===== src/rtl/conv5x5_scheduler.sv =====
`default_nettype none
// ============================================================================
// Module      : conv5x5_scheduler
// Description : Sequencer for one KxK convolution layer over an IMG_H x IMG_W
//               8-bit image. Loads a K*K-tap kernel from a valid/ready stream,
//               walks every valid output position row-major, gathers each
//               window from a 1-cycle-latency image RAM, presents window and
//               kernel to an external combinational dot-product unit, and
//               emits the registered result on a valid/ready stream.
// Revision    : 1.0 - initial release
// ----------------------------------------------------------------------------
// Ports
//   clk, rst_n              clock (rising edge), asynchronous active-low reset
//   start, reload           begin a layer (IDLE only); reload selects a new
//                           kernel load or reuse of the stored kernel
//   busy, done              busy outside IDLE; done pulses after last accept
//   w_valid/w_ready/w_data  kernel weight stream, tap 0 first, row-major
//   img_rd/img_addr         image RAM read strobe and address
//   img_data                read data, one cycle after img_rd
//   win_pixels/win_weights  window and kernel, tap t at [t*IntSize +: IntSize]
//   dp_result               sum of products from the dot-product unit
//   out_valid/out_ready     result stream handshake
//   out_data/out_row/out_col registered result and its output position
// ============================================================================
module conv5x5_scheduler #(
   parameter int IMG_W   = 28,
   parameter int IMG_H   = 28,
   parameter int K       = 5,
   parameter int IntSize = 8,
   parameter int ACC_W   = 21,
   parameter int ADDR_W  = 10
) (
   input  logic                       clk,
   input  logic                       rst_n,
   input  logic                       start,
   input  logic                       reload,
   output logic                       busy,
   output logic                       done,
   input  logic                       w_valid,
   output logic                       w_ready,
   input  logic [IntSize-1:0]         w_data,
   output logic                       img_rd,
   output logic [ADDR_W-1:0]          img_addr,
   input  logic [IntSize-1:0]         img_data,
   output logic [K*K*IntSize-1:0]     win_pixels,
   output logic [K*K*IntSize-1:0]     win_weights,
   input  logic [ACC_W-1:0]           dp_result,
   output logic                       out_valid,
   input  logic                       out_ready,
   output logic [ACC_W-1:0]           out_data,
   output logic [$clog2(IMG_H)-1:0]   out_row,
   output logic [$clog2(IMG_W)-1:0]   out_col
);

   localparam int TAPS  = K * K;
   localparam int CNT_W = $clog2(TAPS);
   localparam int KI_W  = $clog2(K);
   localparam int ROW_W = $clog2(IMG_H);
   localparam int COL_W = $clog2(IMG_W);

   localparam logic [CNT_W-1:0] c_last_tap = CNT_W'(TAPS - 1);
   localparam logic [KI_W-1:0]  c_last_k   = KI_W'(K - 1);
   localparam logic [ROW_W-1:0] c_last_row = ROW_W'(IMG_H - K);
   localparam logic [COL_W-1:0] c_last_col = COL_W'(IMG_W - K);

   typedef enum logic [2:0] {
      S_IDLE    = 3'd0,
      S_LOAD_W  = 3'd1,
      S_FETCH   = 3'd2,
      S_WAIT    = 3'd3,
      S_CAPTURE = 3'd4,
      S_EMIT    = 3'd5,
      S_DONE    = 3'd6
   } state_t;

   state_t              r_state;
   state_t              w_next;

   // Tap counter shared by kernel load and window fetch; the (i,j) pair
   // tracks the same tap as row/column inside the window so the address
   // needs no division.
   logic [CNT_W-1:0]    r_cnt;
   logic [KI_W-1:0]     r_ti;
   logic [KI_W-1:0]     r_tj;
   logic [ROW_W-1:0]    r_row;
   logic [COL_W-1:0]    r_col;

   // Read pipeline: remembers which window slot the in-flight read targets.
   logic                r_rd_valid;
   logic [CNT_W-1:0]    r_rd_tap;

   logic                w_last_pos;
   logic [ADDR_W-1:0]   w_addr_row;

   assign w_last_pos = (r_row == c_last_row) && (r_col == c_last_col);

   // ------------------------------------------------------------------------
   // FSM state register
   // ------------------------------------------------------------------------
   always_ff @(posedge clk or negedge rst_n) begin
      if (!rst_n) begin
         r_state <= S_IDLE;
      end else begin
         r_state <= w_next;
      end
   end

   // ------------------------------------------------------------------------
   // FSM next state and decoded outputs
   // ------------------------------------------------------------------------
   always_comb begin
      w_next    = r_state;
      busy      = (r_state != S_IDLE);
      done      = 1'b0;
      w_ready   = 1'b0;
      img_rd    = 1'b0;
      out_valid = 1'b0;
      case (r_state)
         S_IDLE: begin
            if (start) begin
               w_next = reload ? S_LOAD_W : S_FETCH;
            end
         end
         S_LOAD_W: begin
            w_ready = 1'b1;
            if (w_valid && (r_cnt == c_last_tap)) begin
               w_next = S_FETCH;
            end
         end
         S_FETCH: begin
            img_rd = 1'b1;
            if (r_cnt == c_last_tap) begin
               w_next = S_WAIT;
            end
         end
         S_WAIT: begin
            // Last read of the window lands in its slot this cycle.
            w_next = S_CAPTURE;
         end
         S_CAPTURE: begin
            w_next = S_EMIT;
         end
         S_EMIT: begin
            out_valid = 1'b1;
            if (out_ready) begin
               w_next = w_last_pos ? S_DONE : S_FETCH;
            end
         end
         S_DONE: begin
            done   = 1'b1;
            w_next = S_IDLE;
         end
         default: begin
            w_next = S_IDLE;
         end
      endcase
   end

   // ------------------------------------------------------------------------
   // Counters, position and output registers
   // ------------------------------------------------------------------------
   always_ff @(posedge clk or negedge rst_n) begin
      if (!rst_n) begin
         r_cnt      <= '0;
         r_ti       <= '0;
         r_tj       <= '0;
         r_row      <= '0;
         r_col      <= '0;
         r_rd_valid <= 1'b0;
         r_rd_tap   <= '0;
         out_data   <= '0;
         out_row    <= '0;
         out_col    <= '0;
      end else begin
         r_rd_valid <= img_rd;
         r_rd_tap   <= r_cnt;
         case (r_state)
            S_LOAD_W: begin
               if (w_valid) begin
                  r_cnt <= (r_cnt == c_last_tap) ? '0 : r_cnt + 1'b1;
               end
            end
            S_FETCH: begin
               if (r_cnt == c_last_tap) begin
                  r_cnt <= '0;
                  r_ti  <= '0;
                  r_tj  <= '0;
               end else begin
                  r_cnt <= r_cnt + 1'b1;
                  if (r_tj == c_last_k) begin
                     r_tj <= '0;
                     r_ti <= r_ti + 1'b1;
                  end else begin
                     r_tj <= r_tj + 1'b1;
                  end
               end
            end
            S_CAPTURE: begin
               out_data <= dp_result;
               out_row  <= r_row;
               out_col  <= r_col;
            end
            S_EMIT: begin
               // The last position is left in place; DONE clears it.
               if (out_ready && !w_last_pos) begin
                  if (r_col == c_last_col) begin
                     r_col <= '0;
                     r_row <= r_row + 1'b1;
                  end else begin
                     r_col <= r_col + 1'b1;
                  end
               end
            end
            S_DONE: begin
               r_row <= '0;
               r_col <= '0;
            end
            default: begin
            end
         endcase
      end
   end

   // ------------------------------------------------------------------------
   // Image address: (row+i)*IMG_W + (col+j)
   // ------------------------------------------------------------------------
   assign w_addr_row = ADDR_W'(r_row) + ADDR_W'(r_ti);
   assign img_addr   = w_addr_row * ADDR_W'(IMG_W) + ADDR_W'(r_col) + ADDR_W'(r_tj);

   // ------------------------------------------------------------------------
   // Kernel and window storage, one register pair per tap
   // ------------------------------------------------------------------------
   for (genvar t = 0; t < TAPS; t++) begin : g_tap
      logic [IntSize-1:0] r_wt;
      logic [IntSize-1:0] r_pix;

      always_ff @(posedge clk or negedge rst_n) begin
         if (!rst_n) begin
            r_wt <= '0;
         end else if ((r_state == S_LOAD_W) && w_valid && (r_cnt == CNT_W'(t))) begin
            r_wt <= w_data;
         end
      end

      // Only reads issued in FETCH set r_rd_valid, so the window moves only
      // in FETCH and the WAIT cycle that follows it.
      always_ff @(posedge clk or negedge rst_n) begin
         if (!rst_n) begin
            r_pix <= '0;
         end else if (r_rd_valid && (r_rd_tap == CNT_W'(t))) begin
            r_pix <= img_data;
         end
      end

      assign win_weights[t*IntSize +: IntSize] = r_wt;
      assign win_pixels[t*IntSize +: IntSize]  = r_pix;
   end

endmodule
`default_nettype wire


===== config.mk =====
export PLATFORM = sky130hd
export DESIGN_NAME = conv5x5_scheduler
export DESIGN_NICKNAME = d
export VERILOG_FILES = /design/src/rtl/conv5x5_scheduler.sv
export SDC_FILE = /design/constraint.sdc
export NUM_CORES = 1
export LEC_CHECK = 0
export CAP_MARGIN = 20
export CORE_ASPECT_RATIO = 1.2
export CORE_UTILIZATION = 49
export DETAILED_ROUTE_END_ITERATION = 6
export HOLD_SLACK_MARGIN = 0.06
export PLACE_DENSITY = 0.85
export SLEW_MARGIN = 10
export SYNTH_ARGS = -nofsm -noshare
export SYNTH_HDL_FRONTEND = slang
export SYNTH_SLANG_ARGS = --single-unit
export TNS_END_PERCENT = 100

===== constraint.sdc =====
create_clock -name clk -period 5.9 [get_ports clk]
set_input_delay 1.77 -clock clk [delete_from_list [all_inputs] [get_ports clk]]
set_output_delay 1.77 -clock clk [all_outputs]
set_load 0.1 [all_outputs]

-- Word-level counts from Yosys, hierarchy flattened
Index checks and enable logic that the tools add are counted.
- register bits after elaboration: 461
- output and inout bits: 446
- input bits: 43
- equal/unequal tests: 64
- multiply operators: 1
- muxes and demuxes: 24
- $add $sub $neg: 8
- reduce and logical (&&, ||, !) cells: 67
- operators with widths (cell ; number):
    $eq A5 B5 Y1 const B ; 20
    $eq A5 B4 Y1 const B ; 16
    $logic_and A1 B1 Y1 ; 54
    $eq A5 B3 Y1 const B ; 8
    $mux W5 ; 6
    $pmux W5 S2 ; 3
    $mux W3 ; 9
    $eq A5 B2 Y1 const B ; 4
    $pmux W3 S6 ; 1
    $add A5 B1 Y5 const B ; 3
    $ne A2 B2 Y1 const B ; 7
    $eq A3 B3 Y1 const B ; 4
    $add A10 B3 Y10 ; 1
    $add A10 B5 Y10 ; 1
    $eq A5 B1 Y1 const B ; 2
    $logic_not A5 Y1 ; 2
    $mul A6 B3 Y8 const B ; 1
    $add A3 B1 Y3 const B ; 2
    $add A5 B3 Y6 ; 1
    $eq A3 B2 Y1 const B ; 2
    $reduce_and A2 Y1 ; 3
    $reduce_bool A2 Y1 ; 3
    $mux W1 ; 4
    $reduce_and A4 Y1 ; 1
    other kinds (6) ; 6

-- Depth between registers and ports, before layout
Gate-level depths: netlist of the first run.
- word-level depth: 6
- gate-level depth with buffers: 14

-- Least setup slack after synthesis of the first run
OpenSTA, ideal clock, no wires.
- kind: register to output
- from: reg r_row[0]
- to: out img_addr[8]
- arrival time: 4.760 ns
- stages on the path, launching flop included: 14
- buffers on the path: 0
- path slack: -0.630 ns
- required time: 4.130 ns
- cell sequence: dfrtp_1 ha_1 fa_1 xor2_1 fa_1 ha_1 inv_1 fa_1 inv_1 ha_1 nand2_1 o21ai_0 nand3_1 xnor2_1
- cells in the longest elaborated chain, start to end: 4
- ends and longest elaborated chain (element ; line ; text):
    from (decl) ; 85 ; logic [ROW_W-1:0] r_row;
    from (signal assigned) ; 208 ; r_row <= r_row + 1'b1;
    $add A5 B3 Y6 ; 227 ; assign w_addr_row = ADDR_W'(r_row) + ADDR_W'(r_ti);
    $mul A6 B3 Y8 ; 228 ; assign img_addr = w_addr_row * ADDR_W'(IMG_W) + ADDR_W'(r_col) + ADDR_W'(r_tj);
    $add A10 B5 Y10 ; 228 ;
    $add A10 B3 Y10 ; 228 ;
    to (decl) ; 43 ; output logic [ADDR_W-1:0] img_addr,
No other way between the ends.

-- Worst setup path in the final report of the first run
- from: reg r_row[0]
- to: out img_addr[9]
The elaborated chain is that of the path after synthesis.

==> metrics.md, run 1 <==
| Metric | Value |
|---|---|
| Critical Path Start | r_row[0]$_DFFE_PN0P_ |
| Clk pin slew, worst setup/hold paths | roughly 0.06 ns |
| CTS tree | done |
| Sink Count | around 460 |
| Min cycle time layout | approximately 6 ns |
| Non-filler instance count after layout | around 2,300 |
| Clock Path Buffers | 3 |
| Initial drt markers | 454 |
| CP Launch Type | register |
| Setup Skew | 0.0148 ns |
| R2R cell count | 4 |
| Mapped Nets | 1,323 |
| Synth Register Bits | ~460 |
| Cells after DPL | 2,157 |
| RePlAce Congestion | just over 0.8 |
| Synth warnings | 0 |
| Pre-Repair DR Iteration Count | 4 |
| Area of the multi-input gates | 6880 um^2 |
| First-pass GRT wire length | 78,900 um |
| Hold WC Path Type | register to register |
| Post-Synth XOR/XNOR Area | 0.872% |
| Crit path max-delay family | adder cells |
| Most frequent cells in the layout | 479 x clkdlybuf4s50_1, 461 x dfrtp_1, 427 x mux2_2 |
| Place WS | 0.0376 ns |
| Crit Path Class | register to output port |
| Number of synthesized flops with an enable pin | 0 |
| Hpwl dp | 35,300 um |
| Largest net degree at the start of global routing | 134 |
| Final Cycle Share | 99.3% |
| Max incr delay on CP | approximately 0.5 ns |
| # DRC | 0 |
| Actual slew at the worst max-slew pin | 1.10 ns |
| Critical path peak fanout | 4 |
| Clk_lat worst skew | 0.55 ns |
| Die span in x | about 180 um |
| CP endpoint kind | output port |
| Num CTS Buffers | 46 |
| Final Hold Fails | 0 |
| Mapped Cells | 1,243 |
| Simple-gate share of the synthesized area | under 10% |
| Post-Synth Adder-Cell Area | 2.68% |
| Start of the worst register-to-register path | r_state[2]$_DFFE_PN0P_ |
| Ys async rst share | between 90% and 100% |
| Nets | ~1,800 |
| R2R Setup Slk | 3.22 ns |
| # H-tree levels | 2 |
| Max Cap Viol | 0 |
| Largest family of logic cells by synthesized area | multiplexers |
| Row count | between 70 and 80 |
| FMAX | 0.171 GHz |
| CP cell instances | ha_2 -> fa_2 -> xor2_4 -> fa_1 -> ha_2 -> inv_1 -> fa_1 -> inv_2 -> ha_4 -> nand2_4 -> o21ai_4 -> nand4_1 -> xnor3_1 -> buf_12 |
| Syn Area/Cell | 15.0 um^2 |
| Post-Syn Area | about 19,000 um^2 |
| GRT Residual Overflow | 0 |
| Vias per cell | 5.45 |
| DR WL/cell | 22.7 um |
| CP arrival | 4.09 ns |
| Die area | between 30,000 and 40,000 um^2 |
| Hold-fix buffers, CTS | 0 |
| # fillers | 2,456 |
| Die height | ~220 um |
| Synth Area in Compound Gates | 1.89% |
| Reg-to-Reg End | g_tap[12].r_wt[3]$_DFFE_PN0P_ |
| Via count | approximately 12,000 |
| Post-synthesis sequential area ratio | around 62% |
| Buffers on Ports | 488 |
| Number of global-route vias before repair | 13,300 |
| Clk root buf | clkbuf_16 |
| Buf+Inv Stages, Crit Path | 3 |
| Placed cell area | 24,200 um^2 |
| Slew margin rel. | 26.2% |
| Post-synthesis mux area share | 26.0% |
| Share of cells above drive strength 1 | 32.8% |
| Number of top-level pins | about 490 |
| CP endpoint | img_addr[9] |
| Status | finished, final reports clean |
| RSZ-0062 raised after global routing | yes |
| Stages on worst setup path | 14 |
| Effective utilization at floorplan | 50.2% |
| Core Box Area | 37,200 um^2 |
| Critical path required time | a little over 4 ns |
| Area growth, synth to finish | 39.2% |
| Storage element area | 11,500 um^2 |
| Post-synthesis cell type count | 48 |
| Commonest register cell after synthesis | dfrtp_1 |
| Final Worst Setup Slack | 0.0407 ns |
| Initial antenna violation count | 1 |
| Finished Cell Area | 26,000 um^2 |
| Critical-path top delay cell | fa_1 |
| GR Util All Layers | 26.4% |
| Final setup violating endpoints | 0 |
| Final Max Slew Viols | 0 |
| Most common cell after layout, fill and taps aside | clkdlybuf4s50_1 |
| Total Wirelength | 51,200 um |
| Antenna viol nets, final | 0 |
==> registers in the layout, indices dropped and copies added (netlist names) <==
signal	flops
out_col	5
r_row	5
r_rd_valid	1
g_tap.r_pix	200
out_data	21
g_tap.r_wt	200
r_tj	3
r_cnt	5
out_row	5
r_rd_tap	5
r_col	5
r_state	3
r_ti	3
==> synth_stat cells (5+ instances only) <==
| cell type | number | share of area, % |
|---|---|---|
| clkbuf_1 | 49 | 0.99 |
| nand2_1 | 51 | 1.0 |
| ha_1 | 32 | 2.1 |
| nand3_2 | 10 | 0.54 |
| xor2_1 | 7 | 0.33 |
| mux2_2 | 427 | 26 |
| nand2b_1 | 10 | 0.34 |
| buf_2 | 16 | 0.43 |
| xnor2_1 | 9 | 0.42 |
| a21oi_1 | 12 | 0.32 |
| nand3_1 | 14 | 0.38 |
| inv_1 | 20 | 0.40 |
| fa_1 | 5 | 0.54 |
| nor2b_1 | 9 | 0.30 |
| nor2_1 | 12 | 0.24 |
| a21o_1 | 8 | 0.32 |
| dfrtp_1 | 461 | 62 |
| o21ai_0 | 25 | 0.67 |
| nor2_2 | 6 | 0.20 |
==> metal layers <==
layer  up-vias  track usage [%]  routed length, um
li1       5377                -                  -
met1      6341             30.0              19100
met2       445             46.9              26300
met3       109             7.53               3830
met4         0             10.0               1880
met5         -                0                  0
==> metrics by stage <==
step	hold slack [ns]	util [%]	setup TNS [ns]
detailed placement	0.488	65.0	0
global route	0.509	69.8	-0.220
global placement	0.474	64.8	0
CTS	0.495	69.6	0
finish	0.493	69.8	0
floorplan	0.365	-	-0.232
==> how the worst min path moves through the flow <==
stage / from / to / slack [ns] / cells past startpoint
finish: r_cnt[0]$_DFFE_PN0P_ / r_rd_tap[0]$_DFF_PN0_ / 0.49 / 0
global route: g_tap[5].r_pix[0]$_DFFE_PN0P_ / g_tap[5].r_pix[0]$_DFFE_PN0P_ / 0.51 / 1
CTS: r_cnt[0]$_DFFE_PN0P_ / r_rd_tap[0]$_DFF_PN0_ / 0.49 / 0
detailed placement: r_ti[2]$_DFFE_PN0P_ / r_ti[2]$_DFFE_PN0P_ / 0.49 / 1
global placement: g_tap[21].r_wt[6]$_DFFE_PN0P_ / g_tap[21].r_wt[6]$_DFFE_PN0P_ / 0.47 / 1
floorplan: r_cnt[2]$_DFFE_PN0P_ / r_rd_tap[2]$_DFF_PN0_ / 0.36 / 0
==> worst reg2reg max path, stage by stage, from the launching register on <==
cell,delay (ns)
dfrtp_1,0.59
nor3b_2,0.32
and3_1,0.64
and4_1,0.61
mux2_2,0.41
==> cell type report <==
class | count | share of cell area, %
Antenna cell | 1 | 0.00964
Clock buffer | 71 | 5.46
Clock inverter | 13 | 0.756
Inverter | 20 | 0.289
Multi-Input combinational cell | 695 | 26.5
Sequential cell | 461 | 44.4
Tap cell | 474 | 2.28
Timing Repair Buffer | 516 | 20.3
==> what timing repair did <==
item / in CTS / in global routing
gates resized for setup: 13 / 6
endpoints found under the hold margin: 0 / 0
setup buffers: 6 / 0
pin swaps: 11 / 5
endpoints found under the setup margin: 4 / 4
==> logic make-up after synthesis <==
| logic type | count (synthesis) |
|---|---|
| mux | 431 |
| buf+inv | 87 |
| flops | 461 |
| simple gates | 151 |
| fa+ha+maj | 37 |
| compound gates | 59 |
| xor+xnor | 17 |
Power of run 1 is not shown: default switching activity piles up to over one toggle a cycle in this logic, so the estimate is an artifact.
==> run 2, diff against run 1 <==
--- a/config.mk
+++ b/config.mk
@@ -10,7 +10,7 @@
 export CORE_UTILIZATION = 49
 export DETAILED_ROUTE_END_ITERATION = 6
 export HOLD_SLACK_MARGIN = 0.06
-export PLACE_DENSITY = 0.85
+export PLACE_DENSITY_LB_ADDON = 0.15
 export SLEW_MARGIN = 10
 export SYNTH_ARGS = -nofsm -noshare
 export SYNTH_HDL_FRONTEND = slang
==> run 2 against run 1 <==
  * Largest cell class unchanged
  * Sequential cell count unchanged
  * Worst setup slack improved by 0.040 ns
  * Global-route usage decreased by 0.15 points
  * Cell count increased by 0.22%
  * Via count decreased by 0.97%
  * Final area about the same
  * Core utilization about the same
==> metrics.md, run 2 (synthesis results as in run 1) <==
| Metric | Value |
|---|---|
| GRT Residual Overflow | 0 (unchanged) |
| Critical Path Start | r_row[0]$_DFFE_PN0P_ |
| CP endpoint kind | output port |
| Crit path max-delay family | adder cells |
| # DRC | 0 (unchanged) |
| Hold WC Path Type | register to register |
| Area of the multi-input gates | 6880 um^2 (about the same) |
| Sink Count | 461 (unchanged) |
| Num CTS Buffers | 46 (unchanged) |
| GR Util All Layers | 26.2% (-0.15 points) |
| Critical-path top delay cell | fa_1 |
| Total Wirelength | 50,500 um (-1.3%) |
| CP arrival | 4.05 ns (-0.04 ns) |
| Number of global-route vias before repair | 12,900 (-3.0%) |
| Crit Path Class | register to output port |
| Clk pin slew, worst setup/hold paths | 0.06 ns (about the same) |
| Number of top-level pins | 489 (unchanged) |
| RSZ-0062 raised after global routing | yes |
| Hpwl dp | 35,100 um (-0.47%) |
| Clk root buf | clkbuf_16 |
| Row count | 77 (unchanged) |
| Buffers on Ports | 488 (unchanged) |
| Area growth, synth to finish | 39.2% (about the same) |
| # H-tree levels | 2 (unchanged) |
| Pre-Repair DR Iteration Count | 4 (unchanged) |
| Die span in x | 180 um (unchanged) |
| Via count | 12,200 (-0.97%) |
| Vias per cell | 5.39 (-1.2%) |
| CP cell instances | ha_2 -> fa_2 -> xor2_4 -> fa_1 -> ha_2 -> inv_2 -> fa_1 -> inv_2 -> ha_4 -> nand2_4 -> o21ai_2 -> nand4_1 -> xnor3_1 -> buf_12 |
| Clock Path Buffers | 3 (unchanged) |
| Die area | 38,800 um^2 (unchanged) |
| Storage element area | 11,500 um^2 (unchanged) |
| Share of cells above drive strength 1 | 33.2% (+0.39 points) |
| RePlAce Congestion | 0.792 (-3.1%) |
| Initial antenna violation count | 0 (-1) |
| Final Cycle Share | 98.6% (-0.68 points) |
| # fillers | 2,602 (+5.9%) |
| First-pass GRT wire length | 78,100 um (-1.0%) |
| Critical path required time | 4.13 ns (about the same) |
| Most common cell after layout, fill and taps aside | clkdlybuf4s50_1 |
| CTS tree | done |
| Nets | 1,824 (+0.22%) |
| Max incr delay on CP | 0.50 ns (about the same) |
| Status | finished, final reports clean |
| Max Cap Viol | 0 (unchanged) |
| Start of the worst register-to-register path | r_state[2]$_DFFE_PN0P_ |
| Min cycle time layout | 5.82 ns (-0.0401 ns) |
| Final Max Slew Viols | 0 (unchanged) |
| Post-layout util | 69.8% (about the same) |
| Slew margin rel. | 26.9% (+0.77 points) |
| Ant diodes | 0 (-1) |
| Final setup violating endpoints | 0 (unchanged) |
| Core Box Area | 37,200 um^2 (unchanged) |
| Setup Skew | 0.0187 ns (+0.00389 ns) |
| Largest net degree at the start of global routing | 119 (-11%) |
| Clk_lat worst skew | 0.56 ns (about the same) |
| Buf+Inv Stages, Crit Path | 3 (unchanged) |
| Die height | 216 um (unchanged) |
| Effective utilization at floorplan | 50.2% (unchanged) |
| Most frequent cells in the layout | 479 x clkdlybuf4s50_1, 461 x dfrtp_1, 427 x mux2_2 |
| FMAX | 0.172 GHz (+0.69%) |
| R2R Setup Slk | 3.26 ns (+0.04 ns) |
| Initial drt markers | 407 (-10%) |
| Actual slew at the worst max-slew pin | 1.09 ns (-0.0115 ns) |
| Final Hold Fails | 0 (unchanged) |
| DR WL/cell | 22.4 um (-1.5%) |
| CP Launch Type | register |
| Worst hold start | g_tap[7].r_pix[7]$_DFFE_PN0P_ |
| Top flop regs | g_tap.r_pix: 200 flops, g_tap.r_wt: 200 flops, out_data: 21 flops |
| Antenna viol nets, final | 0 (unchanged) |
| Critical path peak fanout | 3 (-1) |
run 2: repair_timing:
action                                  in CTS  in global routing
cloned                                       0                  0
resized for setup                           13                  6
pin swaps                                   12                  2
endpoints found under the setup margin       5                  4
hold buffers                                 0                  0
hold endpoints to repair                     0                  0
buffers inserted                             6                  2
run 2: path summary, 6_finish.rpt:
check / endpoint / cells after the start
max: img_addr[9] / 14
min: g_tap[7].r_pix[7]$_DFFE_PN0P_ / 1
max reg2reg: g_tap[5].r_wt[2]$_DFFE_PN0P_ / 4
min reg2reg: g_tap[7].r_pix[7]$_DFFE_PN0P_ / 1
max in group asynchronous: g_tap[3].r_pix[3]$_DFFE_PN0P_ / 2
min in group asynchronous: g_tap[16].r_pix[6]$_DFFE_PN0P_ / 1
run 2: layer usage:
metal	vias to the layer above	part of all wire (%)	GRT usage (%)
met5	-	0	0
met4	0	3.4	10.0
met3	93	7.3	7.76
met2	406	51	45.5
met1	6263	39	30.7
li1	5391	-	-
run 2: through the flow:
| stage | setup TNS (ns) | std cells | worst slack [ns] | hold slack [ns] | cell area [um^2] |
|---|---|---|---|---|---|
| floorplan | -0.232 | 1243 | -0.189 | 0.365 | 18700 |
| global placement | 0 | 2157 | 0.117 | 0.473 | 24100 |
| detailed placement | 0 | 2159 | 0.0586 | 0.477 | 24200 |
| CTS | 0 | 2251 | 0.00636 | 0.490 | 25900 |
| global route | -0.267 | 2256 | -0.112 | 0.509 | 26000 |
| finish | 0 | 2256 | 0.0808 | 0.491 | 26000 |
run 2: final cells by class:
cell class                 count  area share (%)
clock buffer                  75            5.75
clock inverter                11           0.424
inverter                      20           0.289
multi-input combinational    695            26.5
sequential                   461            44.4
tap                          474            2.28
timing repair buffer         520            20.3
run 2: worst register-to-register path: stages (launching register included):
cell	delay, ns
dfrtp_1	0.57
nor3b_2	0.30
and3_1	0.64
nand3_1	0.57
mux2_2	0.44
Power of run 2 is left out for the same reason.
==> run 3, diff against run 2 <==
--- a/config.mk
+++ b/config.mk
@@ -9,6 +9,7 @@
 export CORE_ASPECT_RATIO = 1.2
 export CORE_UTILIZATION = 49
 export DETAILED_ROUTE_END_ITERATION = 6
+export GPL_TIMING_DRIVEN = 1
 export HOLD_SLACK_MARGIN = 0.06
 export PLACE_DENSITY_LB_ADDON = 0.15
 export SLEW_MARGIN = 10
==> results of run 3 <==
Same layout as run 2: the final DEF is identical, and so are final timing and power.
Power of run 3 is left out for the same reason.
